<file path="src/rtl/jk_bank_pkg.sv">
// Shared definitions for the JK bank sequencer: command encodings and FSM states.
package jk_bank_pkg;

    localparam logic [2:0] CMD_HOLD = 3'b000;
    localparam logic [2:0] CMD_CLR  = 3'b001;
    localparam logic [2:0] CMD_LOAD = 3'b010;
    localparam logic [2:0] CMD_UP   = 3'b011;
    localparam logic [2:0] CMD_DOWN = 3'b100;
    localparam logic [2:0] CMD_SHL  = 3'b101;
    localparam logic [2:0] CMD_CPL  = 3'b110;
    localparam logic [2:0] CMD_RSVD = 3'b111;

    typedef enum logic [1:0] {
        ST_IDLE = 2'd0,
        ST_RUN  = 2'd1,
        ST_DONE = 2'd2
    } state_e;

endpackage

</file>
<file path="src/rtl/jk_cell.sv">
// Single JK flip-flop: 00 hold, 01 clear, 10 set, 11 toggle; synchronous active-high reset.
module jk_cell (
    input  logic clk,
    input  logic rst,
    input  logic j_i,
    input  logic k_i,
    output logic q_o
);

    // JK next-state function, reset wins
    always_ff @(posedge clk) begin
        if (rst) begin
            q_o <= 1'b0;
        end else begin
            case ({j_i, k_i})
                2'b01:   q_o <= 1'b0;
                2'b10:   q_o <= 1'b1;
                2'b11:   q_o <= ~q_o;
                default: q_o <= q_o;
            endcase
        end
    end

endmodule

</file>
<file path="src/rtl/jk_bank_seq.sv">
// JK bank sequencer: accepts a command, then applies it to a bank of WIDTH JK
// cells for len steps. The controller only computes j/k for each cell.
// Optional feature macro: JK_BANK_SEQ_WRAP_EN adds a wrap output and ends a
// count command at the step that wraps.
module jk_bank_seq
    import jk_bank_pkg::*;
#(
    parameter int WIDTH = 4,
    parameter int LENW  = 4
) (
    input  logic             clk,
    input  logic             rst,
    input  logic             start,
    input  logic [2:0]       cmd,
    input  logic [LENW-1:0]  len,
    input  logic [WIDTH-1:0] d,
    output logic [WIDTH-1:0] q,
    output logic             busy,
`ifdef JK_BANK_SEQ_WRAP_EN
    output logic             wrap,
`endif
    output logic             done
);

    state_e           state_q;
    logic [2:0]       cmd_q;
    logic [LENW-1:0]  rem_q;     // steps still to apply
    logic [WIDTH-1:0] d_q;
    logic             busy_q;
    logic             done_q;

    logic [WIDTH-1:0] cell_q;
    logic [WIDTH-1:0] j_d;
    logic [WIDTH-1:0] k_d;
    logic [WIDTH-1:0] up_t;      // toggle enables for increment
    logic [WIDTH-1:0] dn_t;      // toggle enables for decrement
    logic [WIDTH-1:0] shl_src;
    logic             step_en;
    logic             wrap_hit;

    // A step is applied on every RUN edge unless the command had zero length
    assign step_en = (state_q == ST_RUN) && (rem_q != '0);
    assign shl_src = {cell_q[WIDTH-2:0], d_q[0]};

`ifdef JK_BANK_SEQ_WRAP_EN
    logic wrap_q;
    // Count step that rolls over the whole bank
    assign wrap_hit = step_en &&
                      (((cmd_q == CMD_UP)   && (&cell_q)) ||
                       ((cmd_q == CMD_DOWN) && (~|cell_q)));
    assign wrap = wrap_q;

    // Wrap flag is visible for the one cycle following the wrapping step
    always_ff @(posedge clk) begin
        if (rst) wrap_q <= 1'b0;
        else     wrap_q <= wrap_hit;
    end
`else
    assign wrap_hit = 1'b0;
`endif

    // Ripple carry/borrow chains: bit i toggles when all lower bits are 1 (up) or 0 (down)
    always_comb begin
        up_t    = '0;
        dn_t    = '0;
        up_t[0] = 1'b1;
        dn_t[0] = 1'b1;
        for (int i = 1; i < WIDTH; i++) begin
            up_t[i] = up_t[i-1] &  cell_q[i-1];
            dn_t[i] = dn_t[i-1] & ~cell_q[i-1];
        end
    end

    // j/k drive per command; every cell holds outside of an active step
    always_comb begin
        j_d = '0;
        k_d = '0;
        if (step_en) begin
            case (cmd_q)
                CMD_CLR:  begin j_d = '0;       k_d = '1;       end
                CMD_LOAD: begin j_d = d_q;      k_d = ~d_q;     end
                CMD_UP:   begin j_d = up_t;     k_d = up_t;     end
                CMD_DOWN: begin j_d = dn_t;     k_d = dn_t;     end
                CMD_SHL:  begin j_d = shl_src;  k_d = ~shl_src; end
                CMD_CPL:  begin j_d = '1;       k_d = '1;       end
                default:  begin j_d = '0;       k_d = '0;       end
            endcase
        end
    end

    // Controller FSM with registered busy/done
    always_ff @(posedge clk) begin
        if (rst) begin
            state_q <= ST_IDLE;
            cmd_q   <= CMD_HOLD;
            rem_q   <= '0;
            d_q     <= '0;
            busy_q  <= 1'b0;
            done_q  <= 1'b0;
        end else begin
            done_q <= 1'b0;
            case (state_q)
                ST_IDLE: begin
                    if (start) begin
                        cmd_q   <= cmd;
                        rem_q   <= len;
                        d_q     <= d;
                        state_q <= ST_RUN;
                        busy_q  <= 1'b1;
                    end
                end
                ST_RUN: begin
                    if (rem_q == '0) begin
                        state_q <= ST_DONE;
                        done_q  <= 1'b1;
                    end else begin
                        rem_q <= rem_q - LENW'(1);
                        if ((rem_q == LENW'(1)) || wrap_hit) begin
                            state_q <= ST_DONE;
                            done_q  <= 1'b1;
                        end
                    end
                end
                ST_DONE: begin
                    state_q <= ST_IDLE;
                    busy_q  <= 1'b0;
                end
                default: begin
                    state_q <= ST_IDLE;
                    busy_q  <= 1'b0;
                end
            endcase
        end
    end

    for (genvar g = 0; g < WIDTH; g++) begin : g_cell
        jk_cell u_cell (
            .clk (clk),
            .rst (rst),
            .j_i (j_d[g]),
            .k_i (k_d[g]),
            .q_o (cell_q[g])
        );
    end

    assign q    = cell_q;
    assign busy = busy_q;
    assign done = done_q;

endmodule

</file>
<file path="config.mk">
export PLATFORM = sky130hd
export DESIGN_NAME = jk_bank_seq
export DESIGN_NICKNAME = d
export VERILOG_FILES = /design/src/rtl/jk_bank_pkg.sv /design/src/rtl/jk_cell.sv /design/src/rtl/jk_bank_seq.sv
export SDC_FILE = /design/constraint.sdc
export NUM_CORES = 1
export LEC_CHECK = 0
export CORE_MARGIN = 1
export CORE_UTILIZATION = 48
export DETAILED_ROUTE_END_ITERATION = 10
export GPL_ROUTABILITY_DRIVEN = 0
export PLACE_DENSITY = 0.83
export SLEW_MARGIN = 30
export SYNTH_ARGS = -nofsm -noshare
export SYNTH_HDL_FRONTEND = slang
export SYNTH_SLANG_ARGS = --single-unit
export TNS_END_PERCENT = 30
</file>
<file path="constraint.sdc">
create_clock -name clk -period 1.8 [get_ports clk]
set_input_delay 0.36 -clock clk [delete_from_list [all_inputs] [get_ports clk]]
set_output_delay 0.36 -clock clk [all_outputs]
set_load 0.005 [all_outputs]
</file>
### After elaboration in Yosys (flattened, before gate mapping)

Index checks and enable logic that the tools add are counted.

* bits in registers: 19
* input port bits: 14
* output and inout port bits: 6
* logic and storage cells: 79

* $add $sub $neg: 1
* eq/ne operators: 23
* mux-type cells: 19
* bitwise operators: 11
* reductions and logical operators: 15

Operators with widths (number)
* $pmux 4 s5: 2
* $eq 2x2->1 const B: 8
* $mux 4: 4
* $pmux 1 s3: 4
* $reduce_bool 3->1: 4
* $eq 2x1->1 const B: 5
* $eq 3x3->1 const B: 3
* $not 4->4: 2
* $pmux 4 s2: 1
* $eq 3x2->1 const B: 2
* $mux 2: 3
* $reduce_and 2->1: 3
* $not 1->1: 5
* $and 1x1->1: 4
* $eq 4x1->1 const B: 1
* $logic_not 4->1: 1
* $ne 2x2->1 const B: 2
* $pmux 2 s2: 1
* $reduce_bool 4->1: 1
* $reduce_or 2->1: 2
* $sub 4x1->4 const B: 1
* $eq 3x1->1 const B: 1
* $mux 1: 3
* $ne 3x1->1 const B: 1
* 5 further kinds: 5

### Longest topological paths before layout

Gate-level depths: netlist of the first run.

* word-level depth: 7
* mapped depth: 6
* gate-level depth less buffers: 6

### By module

From an unflattened synthesis of the first run, not the netlist that was laid out.

* cells, all modules: 140
* area total of the unflattened synthesis: 1077.3 µm²

By module, submodules not included
* jk_bank_seq: times used 1, cells each 128, area an instance 952.2 µm², sequential area each 300.3 µm²
* jk_cell: times used 4, cells each 3, area an instance 31.3 µm², sequential area each 20.0 µm²

### Worst setup path before layout of the first run

No wires, ideal clock.

* path type: reg2reg
* start: reg rem_q[0]
* end: reg g_cell[1].u_cell.q_o
* library setup time: 70 ps
* data arrival time: 1578 ps
* data required time: 1730 ps
* setup slack: 152 ps
* stages on the path, launching flop included: 7
* buffers on the path: 0
* period minus slack after synthesis: 1648 ps
* path through: dfxtp_1 -> inv_1 -> ha_1 -> nor3b_2 -> or2_2 -> a2111o_1 -> a21oi_1

* cells in the longest elaborated chain, start to end: 5
* elaborated cells between the ends (all ways): 9
* those cells by class: 3 x eq/ne; 3 x mux; 3 x reduce/logical

RTL lines
* from (decl): line jk_bank_seq.sv:27 `logic [LENW-1:0] rem_q;`
* from (signal assigned): line jk_bank_seq.sv:106 `rem_q <= len;`
* from (signal assigned): line jk_bank_seq.sv:117 `rem_q <= rem_q - LENW'(1);`
* $reduce_bool 4->1 *: line jk_bank_seq.sv:42 `assign step_en = (state_q == ST_RUN) && (rem_q != '0);`
* $logic_and 1x1->1 *: line jk_bank_seq.sv:42
* $mux 4: line jk_bank_seq.sv:78 `if (step_en) begin`
* $eq 2x2->1 or $eq 2x1->1 (tied branches): line jk_cell.sv:15 `case ({j_i, k_i})`
* $pmux 1 s3 or $reduce_bool 3->1 (tied branches)
* to (signal assigned): line jk_cell.sv:18 `2'b11: q_o <= ~q_o;`
* to (signal assigned): line jk_cell.sv:19 `default: q_o <= q_o;`
* to (decl): line jk_cell.sv:7 `output logic q_o`

Mark *: on every way between the ends. The rest lies on a longest branch, timed or not.
A chain may end at the register's enable or synchronous reset.

### Final worst setup path of the first run

* start: reg rem_q[1]
* end: reg g_cell[1].u_cell.q_o

The elaborated chain is that of the path after synthesis.

==> impl_metrics.prom, run 1 <==
# TYPE chip_impl_metric gauge
chip_impl_info{name="outcome",value="finished, final reports clean"} 1
chip_impl_metric{name="yosys_warnings",unit=""} 0
chip_impl_metric{name="ant_nets",unit=""} 0
chip_impl_metric{name="floorplan.die.height",unit="µm"} 51.4
chip_impl_metric{name="design.die.area",unit="µm²"} 2640
chip_impl_metric{name="number_of_failing_setup_endpoints_in_the_final_timing_report",unit=""} 0
chip_impl_info{name="cts-root-buf",value="sky130_fd_sc_hd__clkbuf_4"} 1
chip_impl_metric{name="flow.area_growth_from_synthesis",unit="%"} 24.6
chip_impl_metric{name="drt_first_iter_violations",unit=""} 34
chip_impl_info{name="hp-start",value="rem_q[1]"} 1
chip_impl_metric{name="numCtsBuffers",unit=""} 3
chip_impl_metric{name="report.final.hold_viol_count",unit=""} 0
chip_impl_info{name="worst_r2r_startpoint",value="rem_q[1]"} 1
chip_impl_metric{name="buffers_on_ports",unit=""} 19
chip_impl_metric{name="detailedPlace.worstSlack",unit="ns"} 0.0729
chip_impl_info{name="unrepaired_setup_endpoints_after_global_routing",value="yes"} 1
chip_impl_metric{name="worst_skew_late_latency",unit="ns"} 0.29
chip_impl_metric{name="ir_drop",unit="µV"} 518
chip_impl_metric{name="detail_route.first_pass.iterations",unit=""} 5
chip_impl_metric{name="drc",unit=""} 0
chip_impl_metric{name="ys_async_sr_fraction",unit=""} 0
chip_impl_metric{name="grt_max_degree",unit=""} 16
chip_impl_metric{name="placeableCoreArea",unit="µm²"} 2250
chip_impl_metric{name="synth.distinct_cells",unit=""} 47
chip_impl_metric{name="timing.final.max_slew_violations",unit=""} 0
chip_impl_info{name="startpoint_class",value="register"} 1
chip_impl_info{name="cts_tree",value="yes"} 1
chip_impl_metric{name="finalSetupTns",unit="ns"} 0
chip_impl_metric{name="hpwl_reported_at_the_end_of_detailed_placement",unit="mm"} 1.95
chip_impl_metric{name="static_leakage",unit="nW"} 0.556
chip_impl_metric{name="placementRows",unit=""} 17
chip_impl_metric{name="routed_wire_length_per_instance",unit="µm"} 13.9
chip_impl_metric{name="slew_at_the_pin_closest_to_its_max_slew_limit",unit="ns"} 0.396
chip_impl_info{name="most-common-layout-cells",value="19 x sky130_fd_sc_hd__clkdlybuf4s50_1, 17 x sky130_fd_sc_hd__nor2_1, 17 x sky130_fd_sc_hd__dfxtp_1"} 1
chip_impl_metric{name="fillers",unit=""} 214
chip_impl_info{name="worstSetupPathType",value="register to register"} 1
chip_impl_metric{name="syn-num-nets",unit=""} 155
chip_impl_metric{name="postCtsSetupRepairBufs",unit=""} 0
chip_impl_metric{name="top_level_ports",unit=""} 20
chip_impl_metric{name="htreeDepth",unit=""} 1
chip_impl_metric{name="clkTransAtPathRegs",unit="ns"} 0.11
chip_impl_metric{name="maximum_capacitance_violations",unit=""} 0
chip_impl_metric{name="grt-ovfl-total",unit=""} 0
chip_impl_metric{name="dr_total_vias",unit=""} 1079
chip_impl_metric{name="power.density_cell_area",unit="nW/µm²"} 755
chip_impl_metric{name="timing.final.ws_setup",unit="ns"} 0.0563
chip_impl_metric{name="post_synth_instance_area",unit="µm²"} 1170
chip_impl_metric{name="crit_fanout",unit=""} 4
chip_impl_metric{name="vias_per_cell",unit=""} 5.68
chip_impl_metric{name="die_x",unit="µm"} 51.4
chip_impl_metric{name="tcrit_tclk_final",unit=""} 0.969
chip_impl_metric{name="placedInstanceArea",unit="µm²"} 1420
chip_impl_metric{name="place_inst",unit=""} 186
chip_impl_metric{name="ys_seq_area_frac",unit=""} 0.325
chip_impl_info{name="crit_path_start",value="rem_q[1]"} 1
chip_impl_metric{name="numClockSinks",unit=""} 19
chip_impl_metric{name="cts_max_path_buffers",unit=""} 2
chip_impl_metric{name="synth_area_per_cell",unit="µm²"} 8.42
chip_impl_metric{name="worst_ep_required_time",unit="ns"} 2.03
chip_impl_metric{name="postSynthCellCount",unit=""} 139
chip_impl_metric{name="fin_total_pwr",unit="mW"} 1.10
chip_impl_info{name="cp-end-kind",value="register"} 1
chip_impl_metric{name="fraction_of_layout_cells_with_a_size_suffix_above_1",unit=""} 0.185
chip_impl_metric{name="first_pass_grt_wire_length",unit="mm"} 4.42
chip_impl_info{name="hold_path_class",value="register to register"} 1
chip_impl_metric{name="ys_ff_latch",unit=""} 19
chip_impl_metric{name="clock_skew",unit="ns"} 0.00484
chip_impl_metric{name="slew-limit-headroom",unit=""} 0.735
chip_impl_metric{name="grt_util_all_layers",unit=""} 0.221
chip_impl_metric{name="clock.fmax",unit="MHz"} 573
chip_impl_metric{name="final_util",unit=""} 0.647
chip_impl_metric{name="synth_edf_count",unit=""} 0
chip_impl_metric{name="number_of_global_route_vias_before_repair",unit=""} 1009
chip_impl_metric{name="fin_cells",unit=""} 190
chip_impl_metric{name="routed_wl",unit="mm"} 2.64
chip_impl_metric{name="hold_slack",unit="ns"} 0.522
chip_impl_metric{name="final_instance_area",unit="µm²"} 1460
chip_impl_metric{name="critical_path_arrival",unit="ns"} 1.97
chip_impl_metric{name="diodes",unit=""} 0
chip_impl_info{name="ys_dominant_reg_cell",value="sky130_fd_sc_hd__dfxtp_1"} 1
chip_impl_metric{name="final.min_clock_period",unit="ns"} 1.74
chip_impl_info{name="layout.cells.most_common",value="sky130_fd_sc_hd__clkdlybuf4s50_1"} 1
chip_impl_metric{name="final_net_count",unit=""} 179
chip_impl_metric{name="floorplan.initialDensity",unit=""} 0.519
chip_impl_metric{name="grt_antenna_before_repair",unit=""} 0
kinds of logic (layout without fill, tap and decap cells):
family,Yosys count,count (layout),synth area share
simple gates,50,50,0.255
mux,6,6,0.0513
compound gates,40,40,0.253
buf+inv,22,45,0.0941
fa+ha+maj,2,2,0.0214
flops,19,19,0.325
metal layers:
metal  GRT usage  wire (µm)  vias to the layer above
met5           0          0                        -
met4      0.0676         28                        0
li1            -          -                      539
met2       0.370       1230                       24
met3      0.0179        113                        4
met1       0.298       1260                      512
timing repair:
| action | 4_1_cts | 5_1_grt |
|---|---|---|
| resized for setup | 0 | 4 |
| setup endpoints to repair | 0 | 4 |
| hold buffers | 0 | 0 |
critical path, stage by stage, from the launching register on:
cell and delay [ns]:
sky130_fd_sc_hd__dfxtp_2 0.36, sky130_fd_sc_hd__inv_1 0.07, sky130_fd_sc_hd__ha_1 0.20, sky130_fd_sc_hd__nor3b_2 0.20, sky130_fd_sc_hd__or2_2 0.33, sky130_fd_sc_hd__a2111o_1 0.38
sky130_fd_sc_hd__a21oi_2 0.15
sequential cells by signal, summed over array words and instances, names as in the netlist:
register           count
busy                   1
rem_q                  4
g_cell.u_cell.q_o      4
cmd_q                  3
state_q                2
d_q                    4
done                   1
cell usage after synthesis (2+ instances only):
cell | count | area [µm²]
sky130_fd_sc_hd__ha_1 | 2 | 25.0
sky130_fd_sc_hd__nor2_1 | 17 | 63.8
sky130_fd_sc_hd__o21a_1 | 2 | 15.0
sky130_fd_sc_hd__inv_1 | 8 | 30.0
sky130_fd_sc_hd__buf_4 | 4 | 30.0
sky130_fd_sc_hd__and2_1 | 2 | 12.5
sky130_fd_sc_hd__a21oi_1 | 11 | 55.1
sky130_fd_sc_hd__dfxtp_1 | 19 | 380
sky130_fd_sc_hd__o21ai_0 | 5 | 25.0
sky130_fd_sc_hd__nor3_1 | 3 | 15.0
sky130_fd_sc_hd__o211a_1 | 2 | 20.0
sky130_fd_sc_hd__a221oi_1 | 3 | 26.3
sky130_fd_sc_hd__nor3b_1 | 4 | 30.0
sky130_fd_sc_hd__clkbuf_1 | 5 | 18.8
sky130_fd_sc_hd__buf_2 | 4 | 20.0
sky130_fd_sc_hd__nand3_1 | 3 | 15.0
sky130_fd_sc_hd__a211oi_1 | 2 | 15.0
sky130_fd_sc_hd__nor4b_1 | 2 | 17.5
sky130_fd_sc_hd__nand2b_1 | 4 | 25.0
sky130_fd_sc_hd__mux2i_1 | 6 | 60.1
sky130_fd_sc_hd__nand2_1 | 5 | 18.8
where the power goes:
part	switching (mW)	internal (mW)	leakage [nW]
sequential	0.0501	0.460	0.157
combinational	0.176	0.200	0.384
clock	0.128	0.0862	0.0150
final cells by class:
type	count	area (µm²)	share of cell area
multi-input cells	98	688	0.472
well taps	28	35.0	0.0240
inverters	8	30.0	0.0206
clock buffers	4	26.3	0.0180
repair buffers	33	295	0.203
flip-flops and latches	19	383	0.263
path summary, 6_finish.rpt:
path,slack [ns],cells after the start,end
max,0.06,6,g_cell[1].u_cell.q_o
min,0.52,2,rem_q[1]
max reg2reg,0.06,6,g_cell[1].u_cell.q_o
min reg2reg,0.52,2,rem_q[1]
(Power assumes the default switching activity.)
==> run 2, diff against run 1 <==
--- a/config.mk
+++ b/config.mk
@@ -6,10 +6,10 @@
 export NUM_CORES = 1
 export LEC_CHECK = 0
 export CORE_MARGIN = 1
-export CORE_UTILIZATION = 48
+export CORE_UTILIZATION = 25
 export DETAILED_ROUTE_END_ITERATION = 10
 export GPL_ROUTABILITY_DRIVEN = 0
-export PLACE_DENSITY = 0.83
+export PLACE_DENSITY = 0.54
 export SLEW_MARGIN = 30
 export SYNTH_ARGS = -nofsm -noshare
 export SYNTH_HDL_FRONTEND = slang
==> run 2 against run 1 <==
Effect of this change:
- global-route usage decreased by 10 points
- largest power group unchanged
- utilization is 31 points lower
- wire length grew 3.2%
- critical endpoint unchanged
- clock power increased by 40%
- critical path type unchanged
- final cell count increased by 11%
==> impl_metrics.prom, run 2 (same netlist as run 1, synthesis figures left out) <==
# TYPE chip_impl_metric gauge
chip_impl_metric{name="grt-ovfl-total",unit=""} 0
chip_impl_info{name="most-common-layout-cells",value="19 x sky130_fd_sc_hd__clkdlybuf4s50_1, 17 x sky130_fd_sc_hd__nor2_1, 17 x sky130_fd_sc_hd__dfxtp_1"} 1
chip_impl_metric{name="detailedPlace.worstSlack",unit="ns"} 0.0231
chip_impl_metric{name="timing.final.ws_setup",unit="ns"} 0.0823
chip_impl_metric{name="clock.fmax",unit="MHz"} 582
chip_impl_metric{name="maximum_capacitance_violations",unit=""} 0
chip_impl_metric{name="floorplan.die.height",unit="µm"} 70.4
chip_impl_metric{name="critical_path_arrival",unit="ns"} 1.91
chip_impl_info{name="layout_top_registers",value="d_q (4), g_cell.u_cell.q_o (4), rem_q (4)"} 1
chip_impl_metric{name="static_leakage",unit="nW"} 0.550
chip_impl_info{name="startpoint_class",value="register"} 1
chip_impl_metric{name="postCtsSetupRepairBufs",unit=""} 0
chip_impl_metric{name="die_x",unit="µm"} 70.4
chip_impl_metric{name="vias_per_cell",unit=""} 5.03
chip_impl_metric{name="fraction_of_layout_cells_with_a_size_suffix_above_1",unit=""} 0.164
chip_impl_info{name="cts-root-buf",value="sky130_fd_sc_hd__clkbuf_8"} 1
chip_impl_metric{name="placedInstanceArea",unit="µm²"} 1430
chip_impl_metric{name="cts_max_path_buffers",unit=""} 2
chip_impl_info{name="layout.cells.most_common",value="sky130_fd_sc_hd__clkdlybuf4s50_1"} 1
chip_impl_metric{name="ant_nets",unit=""} 0
chip_impl_metric{name="place_inst",unit=""} 207
chip_impl_metric{name="routed_wl",unit="mm"} 2.72
chip_impl_info{name="cp-end-kind",value="register"} 1
chip_impl_metric{name="grt_antenna_before_repair",unit=""} 0
chip_impl_metric{name="power.density_cell_area",unit="nW/µm²"} 790
chip_impl_metric{name="final.min_clock_period",unit="ns"} 1.72
chip_impl_info{name="cts_tree",value="yes"} 1
chip_impl_metric{name="clkTransAtPathRegs",unit="ns"} 0.07
chip_impl_metric{name="diodes",unit=""} 0
chip_impl_metric{name="crit_fanout",unit=""} 6
chip_impl_metric{name="drt_first_iter_violations",unit=""} 42
chip_impl_metric{name="design.die.area",unit="µm²"} 4960
chip_impl_metric{name="top_level_ports",unit=""} 20
chip_impl_metric{name="detail_route.first_pass.iterations",unit=""} 4
chip_impl_metric{name="report.final.hold_viol_count",unit=""} 0
chip_impl_metric{name="clock_skew",unit="ns"} 0.00616
chip_impl_metric{name="tcrit_tclk_final",unit=""} 0.954
chip_impl_metric{name="final_net_count",unit=""} 176
chip_impl_metric{name="grt_max_degree",unit=""} 16
chip_impl_metric{name="placeableCoreArea",unit="µm²"} 4410
chip_impl_metric{name="slew_at_the_pin_closest_to_its_max_slew_limit",unit="ns"} 0.362
chip_impl_metric{name="drc",unit=""} 0
chip_impl_metric{name="routed_wire_length_per_instance",unit="µm"} 12.9
chip_impl_metric{name="fin_cells",unit=""} 211
chip_impl_info{name="unrepaired_setup_endpoints_after_global_routing",value="no"} 1
chip_impl_metric{name="buffers_on_ports",unit=""} 19
chip_impl_metric{name="fin_total_pwr",unit="mW"} 1.17
chip_impl_metric{name="worst_skew_late_latency",unit="ns"} 0.26
chip_impl_metric{name="numCtsBuffers",unit=""} 3
chip_impl_info{name="hold_path_class",value="register to register"} 1
chip_impl_metric{name="slew-limit-headroom",unit=""} 0.759
chip_impl_metric{name="hold_slack",unit="ns"} 0.521
chip_impl_metric{name="floorplan.initialDensity",unit=""} 0.265
chip_impl_metric{name="grt_util_all_layers",unit=""} 0.116
chip_impl_metric{name="number_of_global_route_vias_before_repair",unit=""} 992
chip_impl_metric{name="finalSetupTns",unit="ns"} 0
chip_impl_metric{name="hpwl_reported_at_the_end_of_detailed_placement",unit="mm"} 2.10
chip_impl_metric{name="timing.final.max_slew_violations",unit=""} 0
chip_impl_info{name="outcome",value="finished, final reports clean"} 1
chip_impl_info{name="worstSetupPathType",value="register to register"} 1
chip_impl_metric{name="first_pass_grt_wire_length",unit="mm"} 4.55
chip_impl_metric{name="number_of_hold_buffers_added_after_cts",unit=""} 0
chip_impl_metric{name="dr_total_vias",unit=""} 1062
chip_impl_metric{name="ctsResizeCount",unit=""} 0
chip_impl_metric{name="numClockSinks",unit=""} 19
chip_impl_metric{name="worst_ep_required_time",unit="ns"} 1.99
chip_impl_metric{name="final_instance_area",unit="µm²"} 1490
chip_impl_metric{name="htreeDepth",unit=""} 1
chip_impl_metric{name="number_of_failing_setup_endpoints_in_the_final_timing_report",unit=""} 0
chip_impl_metric{name="flow.area_growth_from_synthesis",unit="%"} 27.1
chip_impl_metric{name="placementRows",unit=""} 24
chip_impl_metric{name="final_util",unit=""} 0.337
chip_impl_metric{name="ir_drop",unit="µV"} 284
## run 2: routing by layer
metal  track usage  vias to the layer above  share of wire
li1              -                      537              -
met1         0.151                      506           0.48
met2         0.186                       15           0.48
met3        0.0173                        4          0.020
met4        0.0533                        0          0.018
met5             0                        -              0
## run 2: worst max-delay path, stage by stage, from the launching register on
cell	delay [ns]
sky130_fd_sc_hd__dfxtp_1	0.36
sky130_fd_sc_hd__inv_1	0.07
sky130_fd_sc_hd__ha_1	0.20
sky130_fd_sc_hd__nor3b_4	0.18
sky130_fd_sc_hd__or2_2	0.33
sky130_fd_sc_hd__a2111o_1	0.35
sky130_fd_sc_hd__a21oi_1	0.14
## run 2: power breakdown
| group | internal (mW) | leakage (nW) | switching [mW] | total [mW] |
|---|---|---|---|---|
| clock network | 0.158 | 0.0228 | 0.143 | 0.300 |
| registers | 0.459 | 0.156 | 0.0501 | 0.510 |
| logic | 0.192 | 0.371 | 0.173 | 0.365 |
## run 2: layout make-up
cell class              instances  area, µm²
well taps                      52       65.1
multi-input cells              98        691
inverters                       8       30.0
repair buffers                 30        273
fillers                       458       2930
clock buffers                   4       45.0
flip-flops and latches         19        383
## run 2: final timing paths
kind | endpoint | cells past startpoint | slack (ns) | start
worst max-delay path | g_cell[1].u_cell.q_o | 6 | 0.08 | rem_q[1]
worst min-delay path | busy | 2 | 0.52 | busy
worst max register to register | g_cell[1].u_cell.q_o | 6 | 0.08 | rem_q[1]
worst min register to register | busy | 2 | 0.52 | busy
